File: src/rtl/memory_arbiter.sv
// memory_arbiter: two-port round-robin arbiter in front of one synchronous memory port
//   Requester 0 is the core, requester 1 the loader/DMA; each holds req until a one-cycle ack.
//   Ports: aClock/aReset (sync, active-high); aReq*/aAddr*/aWData*/aWrite* requests;
//   anOutAck*/anOutRData* completions; anOutMem* drive the memory, aMemData returns read data
//   one cycle after the address; anOutBusy (not IDLE); aLock1/anOutLocked loader bus lock.
//   Define ARBITER_LOCK_EN to enable the loader bus lock; otherwise aLock1 is ignored.
module memory_arbiter #(
  parameter int ADDR_WIDTH = 16,
  parameter int DATA_WIDTH = 16
) (
  input  logic                  aClock,
  input  logic                  aReset,
  input  logic                  aReq0,
  input  logic                  aReq1,
  input  logic [ADDR_WIDTH-1:0] aAddr0,
  input  logic [ADDR_WIDTH-1:0] aAddr1,
  input  logic [DATA_WIDTH-1:0] aWData0,
  input  logic [DATA_WIDTH-1:0] aWData1,
  input  logic                  aWrite0,
  input  logic                  aWrite1,
  input  logic                  aLock1,
  output logic                  anOutAck0,
  output logic                  anOutAck1,
  output logic [DATA_WIDTH-1:0] anOutRData0,
  output logic [DATA_WIDTH-1:0] anOutRData1,
  output logic [ADDR_WIDTH-1:0] anOutMemAddress,
  output logic [DATA_WIDTH-1:0] anOutMemData,
  output logic                  anOutMemWrite,
  input  logic [DATA_WIDTH-1:0] aMemData,
  output logic                  anOutBusy,
  output logic                  anOutLocked
);
  localparam logic [1:0] IDLE    = 2'd0;
  localparam logic [1:0] ISSUE   = 2'd1;
  localparam logic [1:0] CAPTURE = 2'd2;
  localparam logic [1:0] ACK     = 2'd3;
  logic [1:0]            state_q, state_d;
  logic                  ptr_q, ptr_d;
  logic                  win_q, win_d;
  logic                  op_write_q, op_write_d;
  logic                  lock_q, lock_d;
  logic                  mem_write_q, mem_write_d;
  logic                  ack0_q, ack0_d;
  logic                  ack1_q, ack1_d;
  logic [ADDR_WIDTH-1:0] addr_q, addr_d;
  logic [DATA_WIDTH-1:0] wdata_q, wdata_d;
  logic [DATA_WIDTH-1:0] rdata0_q, rdata0_d;
  logic [DATA_WIDTH-1:0] rdata1_q, rdata1_d;
  logic                  lock_en;
  logic                  grant0, grant1, pick;
`ifdef ARBITER_LOCK_EN
  assign lock_en = aLock1;
`else
  logic unused_lock;
  assign unused_lock = aLock1;
  assign lock_en = 1'b0;
`endif
  // A held lock survives only while aLock1 stays high, so an IDLE edge with aLock1=0
  // releases the core in that same cycle.
  assign grant0 = aReq0 & ~(lock_q & lock_en);
  assign grant1 = aReq1;
  assign pick = grant1 & (~grant0 | ptr_q);
  always_comb begin
    state_d     = state_q;
    ptr_d       = ptr_q;
    win_d       = win_q;
    op_write_d  = op_write_q;
    lock_d      = lock_q;
    mem_write_d = 1'b0;
    ack0_d      = 1'b0;
    ack1_d      = 1'b0;
    addr_d      = addr_q;
    wdata_d     = wdata_q;
    rdata0_d    = rdata0_q;
    rdata1_d    = rdata1_q;
    case (state_q)
      IDLE: begin
        lock_d = lock_q & lock_en;
        if (grant0 | grant1) begin
          win_d       = pick;
          ptr_d       = ~pick;
          addr_d      = pick ? aAddr1 : aAddr0;
          wdata_d     = pick ? aWData1 : aWData0;
          op_write_d  = pick ? aWrite1 : aWrite0;
          mem_write_d = pick ? aWrite1 : aWrite0;
          lock_d      = (lock_q & lock_en) | (pick & lock_en);
          state_d     = ISSUE;
        end
      end
      ISSUE: state_d = CAPTURE;
      CAPTURE: begin
        rdata0_d = (!op_write_q && !win_q) ? aMemData : rdata0_q;
        rdata1_d = (!op_write_q && win_q) ? aMemData : rdata1_q;
        ack0_d   = ~win_q;
        ack1_d   = win_q;
        state_d  = ACK;
      end
      ACK: state_d = IDLE;
    endcase
  end
  always_ff @(posedge aClock) begin
    if (aReset) begin
      state_q     <= IDLE;
      ptr_q       <= 1'b0;
      win_q       <= 1'b0;
      op_write_q  <= 1'b0;
      lock_q      <= 1'b0;
      mem_write_q <= 1'b0;
      ack0_q      <= 1'b0;
      ack1_q      <= 1'b0;
      addr_q      <= '0;
      wdata_q     <= '0;
      rdata0_q    <= '0;
      rdata1_q    <= '0;
    end else begin
      state_q     <= state_d;
      ptr_q       <= ptr_d;
      win_q       <= win_d;
      op_write_q  <= op_write_d;
      lock_q      <= lock_d;
      mem_write_q <= mem_write_d;
      ack0_q      <= ack0_d;
      ack1_q      <= ack1_d;
      addr_q      <= addr_d;
      wdata_q     <= wdata_d;
      rdata0_q    <= rdata0_d;
      rdata1_q    <= rdata1_d;
    end
  end
  assign anOutAck0       = ack0_q;
  assign anOutAck1       = ack1_q;
  assign anOutRData0     = rdata0_q;
  assign anOutRData1     = rdata1_q;
  assign anOutMemAddress = addr_q;
  assign anOutMemData    = wdata_q;
  assign anOutMemWrite   = mem_write_q;
  assign anOutBusy       = state_q != IDLE;
  assign anOutLocked     = lock_q;
endmodule
File: config.mk
export PLATFORM = sky130hd
export DESIGN_NAME = memory_arbiter
export DESIGN_NICKNAME = d
export VERILOG_FILES = /design/src/rtl/memory_arbiter.sv
export SDC_FILE = /design/constraint.sdc
export NUM_CORES = 1
export LEC_CHECK = 0
export ABC_AREA = 1
export BUFFER_PORTS_ARGS = -buffer_cell sky130_fd_sc_hd__buf_2
export CORE_ASPECT_RATIO = 1.2
export CORE_UTILIZATION = 49
export CTS_CLUSTER_SIZE = 30
export DETAILED_ROUTE_END_ITERATION = 7
export PLACE_DENSITY = 0.81
export SETUP_SLACK_MARGIN = 0.1
export SLEW_MARGIN = 25
export SYNTH_ARGS = -nofsm -noshare
export SYNTH_HDL_FRONTEND = slang
export SYNTH_SLANG_ARGS = --single-unit
File: constraint.sdc
create_clock -name aClock -period 2.2 [get_ports aClock]
set_input_delay 0.11 -clock aClock [delete_from_list [all_inputs] [get_ports aClock]]
set_output_delay 0.11 -clock aClock [all_outputs]
set_load 0.02 [all_outputs]
; ---- Word-level counts from Yosys, hierarchy flattened
; Cells that the tools add are included.
[totals]
input_bits = 87
word_cells = 40
reg_bits = 72
[classes]
n_reduce_logical = 11
eq_ne = 4
bitwise_logic = 9
n_mux = 5
[ops]
columns = operator, count
row1 = 16-bit two-way mux, 2
row2 = 2-bit one-hot mux with 4 select lines, 1
row3 = 1-bit inverter, 6
row4 = 2-bit AND reduction, 3
row5 = "2-bit equality test, second input constant", 2
row6 = 3-bit OR reduction, 1
row7 = "2-bit by 1-bit equality test with 1-bit output, second input constant", 1
row8 = 1-bit logical AND, 2
row9 = 1-bit zero test, 2
row10 = 2-bit zero test, 1
row11 = 2-bit two-way mux, 1
row12 = "2-bit inequality test, second input constant", 1
row13 = 1-bit bitwise OR, 2
row14 = 2-bit nonzero test, 1
row15 = 2-bit OR reduction, 1
row16 = 1-bit AND, 1
row17 = 1-bit two-way mux, 1

; ---- Longest topological paths before layout
; Gate-level depths: netlist of the first run.
[depth]
ltp_word = 4
mapped_depth = 10
mapped_depth_nobuf = 8

; ---- Worst setup path after synthesis of the first run
; Ideal clock, no wire load.
[synth_timing]
path_type = register -> register
from = reg state_q[0]
to = reg addr_q[0], in the netlist anOutMemAddress[0]
period_less_slack_ps = 1402
path_stages_with_launch = 11
setup_ps = 128
path_slack_ps = 798
n_path_buf = 2
arrival_ps = 1275
cell_sequence = dfxtp_1 inv_1 ha_1 buf_4 inv_2 nor2_4 nand2_4 buf_6 nor2_2 nor2_1 nor2_1
[synth_between]
elab_chain_len = 2
[synth_lines]
columns = element, line
row1 = start: declaration, 37  ; logic [1:0] state_q, state_d;
row2 = start signal: assignment, 116  ; state_q <= state_d;
row3 = 2-bit zero test, 76  ; case (state_q)
row4 = 2-bit AND reduction (no line), -
row5 = end signal: assignment, 124  ; addr_q <= addr_d;
row6 = end: declaration, 45  ; logic [ADDR_WIDTH-1:0] addr_q, addr_d;
; Every way passes these cells.
; A chain may end at the register's enable or synchronous reset.

; ---- Worst setup path in the final report of the first run
[layout_timing]
from = reg state_q[1]
to = reg addr_q[9], in the netlist anOutMemAddress[9]
; Same word-level chain as after synthesis.

==> metrics.yaml, run 1 <==
cells_and_area:
  nFillCells: 576
  syn_to_final_growth_pct: 31.06
  drive_above_1_share: 0.3306
  nets: 690
  final_design_area_no_fill_um2: 4187
  multi_input_area_um2: 1434
  antenna_cells: 0
  seq_area_um2: 1441
sta:
  slew_headroom: 0.3779
  clock_skew_ns: 0.009516
  maxSlewViolCount: 0
  period_needed_ns: 1.746
  finalSetupViolations: 0
  clock.fmax_mhz: 572.7
  rsz0062_at_grt: "no"
  worst_slew_pin_slew_ns: 0.9297
  post-route-period-util: 0.7936
  tns_ns: 0
  hold_violations: 0
drt:
  wirelength_um: 8402
  viasPerCell: 4.971
  post_drt_wl_per_cell_um: 12.23
  drt_iter0_drc: 155
  postRouteAntennaNets: 0
  first_pass_iters: 5
  drc: 0
  vias: 3415
setup_path:
  crit_path_end_kind: "register"
  worstPathRequired_ns: 2.42
  criticalPathCategory: "register to register"
  arrival_ns: 1.97
  startpoint_type: "register"
  r2r_end: "anOutMemAddress[9]$_SDFFE_PP0P_"
  reg2reg_setup_slack_ns: 0.45
  critPathCapture: "anOutMemAddress[9]$_SDFFE_PP0P_"
  crit_start: "state_q[1]$_SDFFE_PP0P_"
  r2r_cells: 8
  crit_fanout: 36
  worstReg2RegStart: "state_q[1]$_SDFFE_PP0P_"
global_route:
  grt_overflow: 0
  use_met3: 0.07589
  grt_max_degree: 37
  use_met2: 0.4249
  grt_pass1_wl_um: 13150
  antenna_found_initial: 0
  grt_util_all_layers: 0.2442
  grt_busiest_layer: "met2"
  grt_pass1_vias: 3111
  use_met1: 0.2701
power:
  p_sw_w: 0.001921
  p_int_w: 0.002737
  ir_drop_mv: 0.7986
  p_leak_nw: 2.370
  powerDensity_nw_per_um2: 1113
  switching_share: 0.4124
  p_clk_frac: 0.218
  p_comb_frac: 0.411
  power.share.sequential: 0.371
placement:
  portBuffers: 153
  dp_hpwl_um: 5721
  dpl-instance-area_um2: 3954
  gp_congestion: 0.8154
clock_network:
  cts_tree: "built"
  clock_sinks: 72
  cts.clk_slew.worst_paths_ns: 0.08
  root_buffer: "clkbuf_8"
  clock_latency_ns: 0.34
  cts.path.max_buffers: 2
  numCtsBuffers: 9
  htreeDepth: 3
floorplanning:
  die-area_um2: 6847
  ios: 156
  die_w_um: 75.71
  core_um2: 6167
  initial_utilization: 0.5180
  chipHeight_um: 90.45
  std_cell_rows: 31
outcome:
  status: "finished clean"
yosys:
  synth_cells: 455
  netlist_top_cells_area: "dfxtp_1 (45%), nor2_1 (14%), nand2_1 (8.5%), nand4_1 (6.3%), o21ai_0 (5.2%)"
  ys_types: 24
  ys_seq_elements: 72
  syn_area_um2: 3194
  synth_warnings: 0
  syn_nets: 545
  yosys.area.top_type: "dfxtp_1"
  syn_area_per_cell_um2: 7.020
  synth-seq-area-share: 0.4512
  synth.top_cell.area_share: 0.4512
worst_hold_path:
  hold_class: "input port to register"
run:
  max_cap_viol_count: 0
## stage by stage
stage | hold slack [ns] | total power, W | utilization | setup slack (ns) | std cells
3_5_place_dp | 0.3534 | 0.003622 | 0.6411 | 0.2368 | 667
5_1_grt | 0.002762 | 0.004980 | 0.6788 | 0.2939 | 687
3_3_place_gp | 0.3497 | 0.003577 | 0.6411 | 0.2955 | 667
2_1_floorplan | 0.2449 | 0.003109 | - | 0.7979 | 455
6_report | 0.01234 | 0.004658 | 0.6788 | 0.4540 | 687
4_1_cts | 0.002067 | 0.004637 | 0.6746 | 0.2143 | 684
## power by group through the flow
stage | clock (W) | sequential (W) | combinational (W)
global route | 0.00110 | 0.00176 | 0.00212
CTS | 0.00103 | 0.00173 | 0.00188
detailed placement | 0 | 0.00175 | 0.00187
finish | 0.00101 | 0.00173 | 0.00192
global placement | 0 | 0.00174 | 0.00183
floorplan | 0 | 0.00207 | 0.00104
## how the worst min path moves through the flow
stage	depth (start not counted)	start	end
2_1_floorplan	2	aMemData[0]	anOutRData1[0]$_SDFFE_PP0P_
3_3_place_gp	3	aMemData[2]	anOutRData0[2]$_SDFFE_PP0P_
3_5_place_dp	3	aMemData[2]	anOutRData0[2]$_SDFFE_PP0P_
4_1_cts	3	aMemData[10]	anOutRData1[10]$_SDFFE_PP0P_
5_1_grt	3	aMemData[10]	anOutRData1[10]$_SDFFE_PP0P_
6_report	3	aMemData[7]	anOutRData1[7]$_SDFFE_PP0P_
## routing by layer
layer  up-vias  wire, um
met4         0       161
met2       156      3904
li1       1724         -
met5         -         0
met1      1516      3597
met3        19       739
## state kept, by name (all words and copies together), names as in the netlist
register and flops:
ptr_q 1, win_q 1, state_q 2, op_write_q 1, anOutMemData 16, anOutAck1 1
anOutMemAddress 16, anOutMemWrite 1, anOutRData1 16, anOutRData0 16, anOutAck0 1
## cell type report
class / instances / share of cell area
tap: 82 / 0.02451
sequential: 72 / 0.3443
inverter: 42 / 0.03855
timing repair buffer: 164 / 0.2032
multi-input combinational: 311 / 0.3425
clock inverter: 7 / 0.01733
clock buffer: 9 / 0.02959
## worst max-delay path: stages (launching register included)
cell     delay [ns]
dfxtp_1        0.32
inv_1          0.09
ha_1           0.21
buf_4          0.32
o21ai_4        0.33
nand2_1        0.15
nand2_1        0.06
nor2_1         0.09
nor2_1         0.05
## cells in the mapped netlist, drive strengths merged
master,count
clkbuf,9
a21oi,4
nand2,76
nand4,32
nand3,23
ha,3
nor2,135
inv,42
o21ai,35
buf,21
dfxtp,72
conb,1
nor3,2
## cell families after synthesis
family | count (synthesis) | synth area share
AND/OR/NAND/NOR | 268 | 0.3713
AO/OA/AOI/OAI | 39 | 0.06463
adder cells (fa/ha/maj) | 3 | 0.01175
other | 1 | 0.001174
buffers and inverters | 72 | 0.09988
flip-flops | 72 | 0.4512
## cells in the final DEF (no fill, tap or decap), types with 10 or more instances in the layout
cell	Yosys	routed
nor2_2	11	11
buf_4	6	10
o21ai_0	33	33
buf_2	9	153
dfxtp_1	72	72
nand3_1	23	23
inv_1	41	40
nand4_1	32	32
nor2_1	122	122
nand2_1	72	72
## repair_timing
action                                  in CTS  in global routing
resized for setup                            0                  1
endpoints found under the setup margin       0                 16
hold endpoints to repair                     1                  0
hold buffers                                 1                  0
buffers inserted                             0                  3
(Power assumes the default switching activity.)
==> inputs of run 2 (changes only) <==
--- a/config.mk
+++ b/config.mk
@@ -5,13 +5,13 @@
 export SDC_FILE = /design/constraint.sdc
 export NUM_CORES = 1
 export LEC_CHECK = 0
-export ABC_AREA = 1
+export ABC_AREA = 0
 export BUFFER_PORTS_ARGS = -buffer_cell sky130_fd_sc_hd__buf_2
 export CORE_ASPECT_RATIO = 1.2
-export CORE_UTILIZATION = 49
+export CORE_UTILIZATION = 40
 export CTS_CLUSTER_SIZE = 30
 export DETAILED_ROUTE_END_ITERATION = 7
-export PLACE_DENSITY = 0.81
+export PLACE_DENSITY = 0.73
 export SETUP_SLACK_MARGIN = 0.1
 export SLEW_MARGIN = 25
 export SYNTH_ARGS = -nofsm -noshare
==> constraint.sdc (replaced) <==
create_clock -name aClock -period 1.6 [get_ports aClock]
set_input_delay 0.08 -clock aClock [delete_from_list [all_inputs] [get_ports aClock]]
set_output_delay 0.08 -clock aClock [all_outputs]
set_load 0.02 [all_outputs]
==> run 2 against run 1 <==
Compared with the run above: critical path depth down 3; synthesized area down 12%; highest routed layer unchanged; final cell count down 8.7%; clock-buffer cell count stayed put; largest power group unchanged; combinational power increased by 47%; die area is 7.9% higher; critical path type unchanged.
==> metrics.yaml, run 2 <==
sta:
  finalSetupViolations: 0
  rsz0062_at_grt: "no"
  period_needed_ns: 1.469
  clock_skew_ns: 0.01159
  worst_slack_ns: 0.1310
  hold_violations: 0
  clock.fmax_mhz: 680.7
  post-route-period-util: 0.9181
  maxSlewViolCount: 0
yosys:
  async_flop_share: 0
  synth_top_flop_cell: "dfxtp_1"
  synth-seq-area-share: 0.5113
  syn_area_per_cell_um2: 9.588
  synth.top_cell.area_share: 0.5113
  synth_edf_count: 0
  syn_area_um2: 2819
  yosys.area.top_type: "dfxtp_1"
  synth_common_cells: "dfxtp_1 (72), nand2_1 (65), a21oi_1 (34)"
  netlist_top_cells_area: "dfxtp_1 (51%), a221o_1 (11%), nor3b_1 (8.8%), nand2_1 (8.7%), a21oi_1 (6.0%)"
  synth_warnings: 0
  synth_cells: 294
  ys_types: 30
  syn_nets: 384
  ys_seq_elements: 72
  synth.most_common_cell: "dfxtp_1"
outcome:
  status: "finished clean"
cells_and_area:
  fin_cells: 627
  final_cell_mix: "buf_2 (153), dlygate4sd3_1 (80), dfxtp_1 (70)"
  antenna_cells: 0
  final_common_cell: "buf_2"
  syn_to_final_growth_pct: 75.77
  drive_above_1_share: 0.3870
  final_util: 0.7273
  nets: 625
  final_design_area_no_fill_um2: 4955
drt:
  wirelength_um: 10510
  drt_iter0_drc: 125
  first_pass_iters: 5
  viasPerCell: 5.212
  post_drt_wl_per_cell_um: 16.76
  postRouteAntennaNets: 0
  vias: 3268
  drc: 0
floorplanning:
  std_cell_rows: 33
  die-area_um2: 7389
  ios: 156
  core_um2: 6813
  chipHeight_um: 93.96
  die_w_um: 78.64
  initial_utilization: 0.4138
clock_network:
  clock_latency_ns: 0.34
  root_buffer: "clkbuf_8"
  cts.clk_slew.worst_paths_ns: 0.08
  cts_tree: "built"
  cts.path.max_buffers: 2
  numCtsBuffers: 9
  htreeDepth: 3
  clock_sinks: 72
global_route:
  grt_max_degree: 41
  grt_util_all_layers: 0.2656
  use_met3: 0.06893
  grt_pass1_vias: 3162
  use_met2: 0.4370
  grt_busiest_layer: "met2"
  use_met1: 0.3225
  grt_pass1_wl_um: 15120
  antenna_found_initial: 0
  grt_overflow: 0
power:
  ir_drop_mv: 0.7780
  p_total_w: 0.006963
  powerDensity_nw_per_um2: 1405
  p_leak_nw: 2.228
setup_path:
  max_stage_delay_ns: 0.38
  crit_path_end_kind: "register"
  crit_fanout: 8
  criticalPathCategory: "register to register"
  arrival_ns: 1.70
  startpoint_type: "register"
  critPathSlowestCell: "dfxtp_1"
  crit_family: "flip-flops"
  path_buf_inv: 2
  path_cells: "nor2b_1 > nor4_4 > buf_6 > clkbuf_16 > a221o_1"
  worstPathRequired_ns: 1.83
placement:
  dp_slack_ns: -0.1490
  dpl-instance-area_um2: 3677
  dp_hpwl_um: 5260
  dp.cells: 520
  gp_congestion: 0.7403
  portBuffers: 153
worst_hold_path:
  hold_class: "input port to register"
run:
  max_cap_viol_count: 0
==> run 2: changes by cell type after synthesis, moves of 30 or more <==
cell     change
a21oi_1     +30
nand4_1     -32
a221o_1     +32
o21ai_0     -32
nor3b_1     +33
inv_1       -38
nor2_1     -117
==> run 2: cells by family after synthesis <==
| group | after synthesis | share of synthesized area |
|---|---|---|
| adder cells (fa/ha/maj) | 3 | 0.01332 |
| multiplexers | 1 | 0.003551 |
| other | 1 | 0.001330 |
| AND/OR/NAND/NOR | 114 | 0.2166 |
| flip-flops | 72 | 0.5113 |
| AO/OA/AOI/OAI | 73 | 0.1949 |
| buffers and inverters | 30 | 0.05903 |
==> run 2: area by class of cell <==
type,instances,area [um^2]
clock buffers,9,123.9
multi-input cells,192,1269
fillers,483,1858
flip-flops and latches,72,1446
well taps,87,108.9
inverters,4,22.52
repair buffers,256,1864
clock inverters,7,120.1
==> run 2: worst paths after layout <==
check,endpoint,from,slack [ns],cells past startpoint
worst min register to register,anOutRData1[3]$_SDFFE_PP0P_,anOutRData1[3]$_SDFFE_PP0P_,0.46,2
worst max-delay path,anOutMemData[14]$_SDFFE_PP0P_,ptr_q$_SDFFE_PP0P_,0.13,5
worst max register to register,anOutMemData[14]$_SDFFE_PP0P_,ptr_q$_SDFFE_PP0P_,0.13,5
worst min-delay path,op_write_q$_SDFFE_PP0P_,aWrite1,0.08,3
==> run 2: worst min-delay path: cells and delay by family <==
family,cells,cell delay [ns]
compound gates,1,0.09
buf+inv,1,0.10
simple gates,1,0.10
==> run 2: per-layer routing <==
layer,part of all wire,routed length (um),vias to the layer above
met4,0.028,290,0
met1,0.39,4062,1520
met5,0,0,-
met2,0.49,5187,193
met3,0.092,970,27
li1,-,-,1528
==> run 2: power by group <==
part	internal [W]	leakage (nW)	switching (W)
clock	0.00104	0.119	0.000703
sequential	0.00217	0.589	0.000229
combinational	0.00133	1.52	0.00149
total	0.00454	2.23	0.00242
==> run 2: repair_timing <==
item,4_1_cts,5_1_grt
pin swaps,0,4
resized for setup,6,21
endpoints found under the setup margin,65,52
cloned,0,5
setup buffers,2,4
hold endpoints to repair,63,0
hold buffers,80,0
==> run 2: per-stage QoR <==
stage          hold slack, ns  TNS (ns)
6_report              0.07561         0
5_1_grt               0.06855         0
4_1_cts               0.05889         0
3_5_place_dp           0.3060    -1.908
3_3_place_gp           0.3014   -0.6480
2_1_floorplan          0.1952         0
==> inputs of run 3 (changes only) <==
==> constraint.sdc (replaced) <==
create_clock -name aClock -period 1.6 [get_ports aClock]
set_input_delay 0.08 -clock aClock [delete_from_list [all_inputs] [get_ports aClock]]
set_output_delay 0.08 -clock aClock [all_outputs]
set_load 0.05 [all_outputs]
==> run 3 against run 2 <==
Compared with the run above: non-clock buffer count shrank 9; utilization shrank 1.6 points; largest power group unchanged; clock power is essentially flat; worst hold slack lost 0.021 ns; via count shrank 3.6%; worst setup slack lost 0.030 ns; register-to-register slack lost 0.03 ns; die area is the same; clock-buffer cell count grew 1; wire length shrank 11%.
==> metrics.yaml, run 3 (synthesized netlist as in run 2, its figures left out) <==
floorplanning:
  core_um2: 6813
  chipHeight_um: 93.96
  die_w_um: 78.64
  die-area_um2: 7389
  ios: 156
  std_cell_rows: 33
  initial_utilization: 0.4138
worst_hold_path:
  hold_class: "input port to register"
cells_and_area:
  seq_area_um2: 1444
  final_design_area_no_fill_um2: 4843
  drive_above_1_share: 0.3729
  final_cell_mix: "buf_2 (153), dlygate4sd3_1 (80), dfxtp_1 (70)"
  syn_to_final_growth_pct: 71.82
  multi_input_area_um2: 1266
  nets: 616
  fin_cells: 618
  final_util: 0.7109
  nFillCells: 482
  antenna_cells: 0
  final_common_cell: "buf_2"
setup_path:
  criticalPathCategory: "register to register"
  startpoint_type: "register"
  crit_path_end_kind: "register"
  worstPathRequired_ns: 1.82
  arrival_ns: 1.72
  crit_fanout: 32
clock_network:
  cts_tree: "built"
  cts.path.max_buffers: 2
  root_buffer: "clkbuf_8"
  numCtsBuffers: 9
  clock_sinks: 72
  cts.clk_slew.worst_paths_ns: 0.08
  clock_latency_ns: 0.34
  htreeDepth: 3
power:
  p_leak_nw: 2.162
  p_sw_w: 0.003063
  switching_share: 0.4083
  powerDensity_nw_per_um2: 1549
  ir_drop_mv: 0.9691
  p_clk_frac: 0.237
  power.share.sequential: 0.318
  p_comb_frac: 0.446
  p_int_w: 0.004438
placement:
  portBuffers: 153
  dp_hpwl_um: 5198
  gp_congestion: 0.7477
  dpl-instance-area_um2: 3680
  dp.cells: 518
  dp_slack_ns: -0.08953
run:
  max_cap_viol_count: 0
global_route:
  grt_util_all_layers: 0.2496
  grt_pass1_vias: 3027
  grt_max_degree: 35
  antenna_found_initial: 0
  grt_pass1_wl_um: 14320
  grt_overflow: 0
drt:
  wirelength_um: 9405
  viasPerCell: 5.097
  drt_iter0_drc: 136
  vias: 3150
  first_pass_iters: 4
  postRouteAntennaNets: 0
  drc: 0
  post_drt_wl_per_cell_um: 15.22
sta:
  clock.fmax_mhz: 667.3
  clock_skew_ns: 0.01142
  hold_violations: 0
  rsz0062_at_grt: "yes"
  finalSetupViolations: 0
  period_needed_ns: 1.499
  post-route-period-util: 0.9367
  maxSlewViolCount: 0
  worst_slack_ns: 0.1013
  tns_ns: 0
outcome:
  status: "finished clean"
run 3: cell types whose count changed in the layout (fill, tap and decap cells not counted), sizes merged:
| cell | before | now |
|---|---|---|
| clkbuf | 12 | 11 |
| clkinv | 3 | 1 |
| buf | 173 | 166 |
| clkinvlp | 1 | 2 |
run 3: critical path, cell delays in order (launching register included):
cell	delay, ns
dfxtp_2	0.37
inv_2	0.06
ha_4	0.19
nand2_1	0.14
a211oi_4	0.06
buf_12	0.18
a221o_1	0.38
run 3: repair_timing:
item	4_1_cts	5_1_grt
hold endpoints to repair	64	0
resized for setup	4	12
endpoints found under the setup margin	64	54
setup buffers	0	2
cloned	0	2
hold buffers	80	0
run 3: per-layer routing:
layer	routed length, um	part of all wire	GRT usage	vias to the layer above
met5	0	0	0	-
met4	87	0.0093	0.1034	0
met3	667	0.071	0.05534	8
met2	4689	0.50	0.4275	156
met1	3961	0.42	0.2987	1474
li1	-	-	-	1512
run 3: area by class of cell:
type | count | share of cell area
Clock buffer | 10 | 0.02842
Clock inverter | 6 | 0.02377
Inverter | 4 | 0.004392
Multi-Input combinational cell | 192 | 0.2614
Sequential cell | 72 | 0.2981
Tap cell | 87 | 0.02247
Timing Repair Buffer | 247 | 0.3614
run 3: power by group through the flow:
| stage | clock network, W | logic (W) | registers (W) |
|---|---|---|---|
| after detailed placement | 0 | 0.00291 | 0.00238 |
| after floorplan | 0 | 0.00112 | 0.00346 |
| final | 0.00177 | 0.00334 | 0.00238 |
| after global routing | 0.00187 | 0.00351 | 0.00242 |
| after CTS | 0.00181 | 0.00308 | 0.00235 |
| after global placement | 0 | 0.00287 | 0.00237 |
run 3: worst paths after layout:
| kind | start | to | slack [ns] | cells after the start |
|---|---|---|---|---|
| worst max-delay path | state_q[1]$_SDFFE_PP0P_ | anOutMemData[14]$_SDFFE_PP0P_ | 0.10 | 6 |
| worst min register to register | anOutRData1[4]$_SDFFE_PP0P_ | anOutRData1[4]$_SDFFE_PP0P_ | 0.45 | 2 |
| worst max register to register | state_q[1]$_SDFFE_PP0P_ | anOutMemData[14]$_SDFFE_PP0P_ | 0.10 | 6 |
| worst min-delay path | aWrite1 | anOutMemWrite$_SDFF_PP0_ | 0.05 | 3 |
run 3: through the flow:
stage	total power [W]	hold slack, ns
3_3_place_gp	0.005242	0.3032
5_1_grt	0.007812	0.04425
6_report	0.007501	0.05424
2_1_floorplan	0.004581	0.1952
3_5_place_dp	0.005289	0.3055
4_1_cts	0.007244	0.03785
